`src/rtl/or1300_exe_defines_pkg.sv`:
```
// Shared execute-stage definitions: unit select codes and result-buffer occupancy states.
package or1300_exe_defines;

  localparam logic [2:0] EXE_ADD     = 3'd0;
  localparam logic [2:0] EXE_LOGIC   = 3'd1;
  localparam logic [2:0] EXE_SHIFT   = 3'd2;
  localparam logic [2:0] EXE_BITFIND = 3'd3;
  localparam logic [2:0] EXE_COMPARE = 3'd4;

  typedef enum logic [1:0] {
    BUF_EMPTY = 2'd0,
    BUF_ONE   = 2'd1,
    BUF_TWO   = 2'd2
  } bufStateT;

endpackage

```
`src/rtl/exe_result_buffer_entry.sv`:
```
// Load-enabled {dest, we, data} result entry; used as head and skid of the result buffer.
module result_entry_reg #(
  parameter int DATA_W = 32,
  parameter int REG_W  = 5
) (
  input  logic              clock,
  input  logic              reset,
  input  logic              load,
  input  logic [REG_W-1:0]  loadDest,
  input  logic              loadWe,
  input  logic [DATA_W-1:0] loadData,
  output logic [REG_W-1:0]  dest,
  output logic              we,
  output logic [DATA_W-1:0] data
);

  always_ff @(posedge clock or posedge reset) begin
    if (reset) begin
      dest <= '0;
      we   <= 1'b0;
      data <= '0;
    end else if (load) begin
      dest <= loadDest;
      we   <= loadWe;
      data <= loadData;
    end
  end

endmodule

```
`src/rtl/exe_result_buffer.sv`:
```
// Execute-stage result collector: unit select, two-entry elastic writeback buffer,
// forwarding tap and the architectural compare flag SR[F].
module exe_result_buffer
  import or1300_exe_defines::*;
#(
  parameter int DATA_W = 32,
  parameter int REG_W  = 5
) (
  input  logic              clock,
  input  logic              reset,
  input  logic              flush,
  input  logic              exeValid,
  output logic              exeReady,
  input  logic [2:0]        exeUnit,
  input  logic [REG_W-1:0]  exeDest,
  input  logic              exeWe,
  input  logic [DATA_W-1:0] adderResult,
  input  logic [DATA_W-1:0] logicResult,
  input  logic [DATA_W-1:0] shiftResult,
  input  logic [DATA_W-1:0] bitFinderResult,
  input  logic              compareResult,
  output logic              wbValid,
  input  logic              wbReady,
  output logic [REG_W-1:0]  wbDest,
  output logic              wbWe,
  output logic [DATA_W-1:0] wbData,
  output logic              fwdValid,
  output logic [REG_W-1:0]  fwdDest,
  output logic [DATA_W-1:0] fwdData,
  output logic              flag
);

  bufStateT          state, stateNext;
  logic              accept, pop;
  logic [DATA_W-1:0] newData;
  logic              newWe;
  logic              headLoad, skidLoad, headFromSkid;
  logic [REG_W-1:0]  headDinDest, skidDest;
  logic              headDinWe, skidWe;
  logic [DATA_W-1:0] headDinData, skidData;
  logic              useSkid;

  assign accept = exeValid & exeReady & ~flush;
  // A flushed cycle never counts as a writeback handshake.
  assign pop    = wbValid & wbReady & ~flush;

  // Compare and reserved units occupy a slot only to keep retire order.
  always_comb begin
    newData = '0;
    newWe   = 1'b0;
    case (exeUnit)
      EXE_ADD:     begin newData = adderResult;     newWe = exeWe; end
      EXE_LOGIC:   begin newData = logicResult;     newWe = exeWe; end
      EXE_SHIFT:   begin newData = shiftResult;     newWe = exeWe; end
      EXE_BITFIND: begin newData = bitFinderResult; newWe = exeWe; end
      default:     ;
    endcase
  end

  always_comb begin
    stateNext    = state;
    headLoad     = 1'b0;
    skidLoad     = 1'b0;
    headFromSkid = 1'b0;
    if (flush) begin
      stateNext = BUF_EMPTY;
    end else begin
      case (state)
        BUF_EMPTY: if (accept) begin
          headLoad  = 1'b1;
          stateNext = BUF_ONE;
        end
        BUF_ONE: begin
          if (accept && pop) begin
            headLoad = 1'b1;
          end else if (accept) begin
            skidLoad  = 1'b1;
            stateNext = BUF_TWO;
          end else if (pop) begin
            stateNext = BUF_EMPTY;
          end
        end
        BUF_TWO: if (pop) begin
          headLoad     = 1'b1;
          headFromSkid = 1'b1;
          stateNext    = BUF_ONE;
        end
        default: stateNext = BUF_EMPTY;
      endcase
    end
  end

  // exeReady is registered from the next state so wbReady never reaches it combinationally.
  always_ff @(posedge clock or posedge reset) begin
    if (reset) begin
      state    <= BUF_EMPTY;
      exeReady <= 1'b1;
      flag     <= 1'b0;
    end else begin
      state    <= stateNext;
      exeReady <= (stateNext != BUF_TWO);
      if (accept && exeUnit == EXE_COMPARE) flag <= compareResult;
    end
  end

  assign headDinDest = headFromSkid ? skidDest : exeDest;
  assign headDinWe   = headFromSkid ? skidWe   : newWe;
  assign headDinData = headFromSkid ? skidData : newData;

  result_entry_reg #(.DATA_W(DATA_W), .REG_W(REG_W)) headEntry (
    .clock    (clock),
    .reset    (reset),
    .load     (headLoad),
    .loadDest (headDinDest),
    .loadWe   (headDinWe),
    .loadData (headDinData),
    .dest     (wbDest),
    .we       (wbWe),
    .data     (wbData)
  );

  result_entry_reg #(.DATA_W(DATA_W), .REG_W(REG_W)) skidEntry (
    .clock    (clock),
    .reset    (reset),
    .load     (skidLoad),
    .loadDest (exeDest),
    .loadWe   (newWe),
    .loadData (newData),
    .dest     (skidDest),
    .we       (skidWe),
    .data     (skidData)
  );

  assign wbValid = (state != BUF_EMPTY);

  // Youngest writing entry wins the forwarding tap.
  assign useSkid  = (state == BUF_TWO) && skidWe;
  assign fwdDest  = useSkid ? skidDest : wbDest;
  assign fwdData  = useSkid ? skidData : wbData;
  assign fwdValid = (state != BUF_EMPTY) && (useSkid ? skidWe : wbWe);

endmodule

```
`config.mk`:
```
export PLATFORM = sky130hd
export DESIGN_NAME = exe_result_buffer
export DESIGN_NICKNAME = d
export VERILOG_FILES = /design/src/rtl/or1300_exe_defines_pkg.sv /design/src/rtl/exe_result_buffer_entry.sv /design/src/rtl/exe_result_buffer.sv
export SDC_FILE = /design/constraint.sdc
export NUM_CORES = 1
export LEC_CHECK = 0
export ABC_AREA = 1
export CAP_MARGIN = 25
export CORE_AREA = 3 3 115 117
export CTS_CLUSTER_DIAMETER = 30
export DETAILED_ROUTE_END_ITERATION = 6
export DIE_AREA = 0 0 118 120
export PLACE_DENSITY = 0.83
export SLEW_MARGIN = 20
export SYNTH_ARGS = -nofsm -noshare
export SYNTH_HDL_FRONTEND = slang
export SYNTH_SLANG_ARGS = --single-unit
export TNS_END_PERCENT = 1
```
`constraint.sdc`:
```
create_clock -name clock -period 2.7 [get_ports clock]
set_input_delay 0.27 -clock clock [delete_from_list [all_inputs] [get_ports clock]]
set_output_delay 0.27 -clock clock [all_outputs]
set_load 0.02 [all_outputs]
```
==> metrics.cfg <==
[clock_tree]
clock-sinks = 80
clkTransAtPathRegs_ps = 60
htreeDepth = 3
cts_tree = done
ctsResizeCount = 0
post_cts.repair.setup_buffers = 0
cts-root-buf = clkbuf_16
cts_made_buffers = 9
cts_buffer_depth = 2
cts_hold_buffers = 0
clock_latency_ps = 330

[finish]
postLayoutCellArea_um2 = 7787
n_fill_cell = 1114
layout_commonest_cell = nand2_1
multiInputGateArea_um2 = 2833
syn_to_final_growth_pct = 48.90
seqCellArea_um2 = 2003
antenna_cells = 0
final_cell_mix = nand2_1, clkdlybuf4s50_1, nor2_1, nand4_1, dfrtp_1
layout-drive-gt1-share_pct = 8.351
nets = 1073

[synth]
synth.avg_cell_area_um2 = 7.001
ys_seq_area_share_pct = 38.30
synth_seq_cells = 80
syn_nets = 890
synth_cells = 747
ys.warnings.count = 0
syn_area_um2 = 5230
synthDistinctLibCells = 23

[pwr]
swShare_pct = 31.62
power_frac_comb_pct = 33.5
ir_drop_uv = 398.6
p_leak_nw = 3.883
p_per_area_nw_per_um2 = 549.7
intPower_mw = 2.927
switchingPower_mw = 1.353
finalPower_mw = 4.281
power.share.clock_pct = 29.0
sequentialPowerShare_pct = 37.4

[timing]
rsz0062_at_grt = no
drv_slew = 0
setup_viol = 0
report.final.hold_viol_count = 0
period_needed_ps = 2480
max_freq_mhz = 403.3
fin_skew_ps = 5.996
period_share_pct = 91.84
slew_headroom_pct = 40.54
tns_ps = 0
worst_pin_slew_ps = 889.7

[worst_setup_path]
critPathMaxFanout = 27
path_cells = inv_2 > nor2_4 > nand2_2 > buf_4 > mux2_2 > clkdlybuf4s50_1
critPathSlowestCell = clkdlybuf4s50_1
crit_path_start_kind = register
slowest_delay_ps = 550
criticalPathCategory = reg2out
critPathRequiredTime_ps = 2430
cp-end-kind = output pin
crit_arrival_ps = 2210

[global_route]
overflow = 0
grt_use_total_pct = 23.93
antenna_found_initial = 0
grt_pass1_vias = 5416
grt_max_degree = 77
grt_pass1_wl_um = 27660

[detailed_routing]
first_pass_iters = 5
wirelength_um = 17200
first_iter_violations = 507
route.vias.total = 5858
drc_errors = 0
ant_nets = 0
vias_per_cell = 5.297
wl_per_cell_um = 15.55

[die]
start_util_pct = 41.96
die_area_um2 = 14160
fp.dieH_um = 120
io_pins = 222
die_x_um = 118
coreArea_um2 = 12470
row_count = 41

[placement]
routabilityCongestion = 0.8265
dp_hpwl_um = 12570
numPortBuffers = 221
dpl_cell_area_um2 = 7481

[outcome]
status = finished, final reports clean

[worst_hold_path]
hold_path.class = in2async

[job]
drv_cap = 0

[final cells by class]
type | instances | share of cell area, %
clock buffers | 12 | 3.422
multi-input cells | 584 | 36.38
clock inverters | 3 | 0.5141
flip-flops and latches | 80 | 25.72
repair buffers | 237 | 30.30
inverters | 18 | 0.8997
well taps | 172 | 2.763
[sequential cells by signal (all words and copies together), names as in the netlist]
name,flops
exeReady,1
flag,1
headEntry.data,32
headEntry.dest,5
headEntry.we,1
skidEntry.data,32
skidEntry.dest,5
skidEntry.we,1
state,2
[layer usage]
layer  global-route usage [%]  share of wire, %
met4                    7.033               1.4
met5                        0                 0
met3                    5.042               7.3
met1                    31.87                42
met2                    39.45                49
[kinds of logic after synthesis]
| family | synth area share, % |
|---|---|
| simple gates | 41.41 |
| buf+inv | 7.823 |
| flops | 38.30 |
| compound gates | 5.574 |
| mux | 6.890 |
[worst max-delay path: cells and delay by family (launching register included)]
family        cells  cell delay (ps)
buf+inv           3              970
flops             1              410
mux               1              380
simple gates      2              110
[stage by stage]
step / instances / setup slack (ps) / util, % / hold WS (ps)
2_1_floorplan: 747 / 379.9 / - / 356.1
3_3_place_gp: 1091 / 608.1 / 60.01 / 468.5
3_5_place_dp: 1091 / 565.7 / 60.01 / 479.9
4_1_cts: 1106 / 204.4 / 62.47 / 291.6
5_1_grt: 1106 / 96.63 / 62.47 / 325.9
6_report: 1106 / 220.2 / 62.47 / 285.2
[power groups by stage]
stage	combinational [mW]	sequential, mW	clock (mW)
finish	1.43	1.60	1.24
global placement	1.41	1.62	0
floorplan	0.610	1.69	0
CTS	1.45	1.60	1.27
detailed placement	1.44	1.62	0
global route	1.56	1.63	1.31
[path summary, 6_finish.rpt]
kind                          start                 end  slack (ps)  cells past startpoint
setup reg to reg           exeReady  headEntry.data[15]         970                      9
hold reg to reg                flag                flag         500                      2
hold / removal                reset   headEntry.data[4]         290                      2
min in group clock             flag                flag         500                      2
setup / recovery           state[1]          fwdData[7]         220                      6
max in group asynchronous     reset            exeReady        1720                      3
[synth_stat cells]
cell type    n  area, um2
buf_2       42      210.2
nor2_1     113      424.2
a21oi_1     11      55.05
buf_4        2      15.01
dfrtp_1     79       1977
o21bai_1     1      7.510
nand4_1     96      600.6
o21ai_0     37      185.2
inv_2        1      3.750
o21ai_1      7      35.03
buf_6        5      56.30
nand3_1     35      175.2
inv_1       17      63.81
clkbuf_1    16      60.06
nand2_1    242      908.4
nor3_1       3      15.01
dfstp_2      1      26.28
mux2_2      32      360.4
nor2_4       1      11.26
a21oi_2      1      8.760
nor2_2       2      12.51
nand2_2      2      12.51
nor4_1       1      6.260
(Power assumes the default switching activity.)
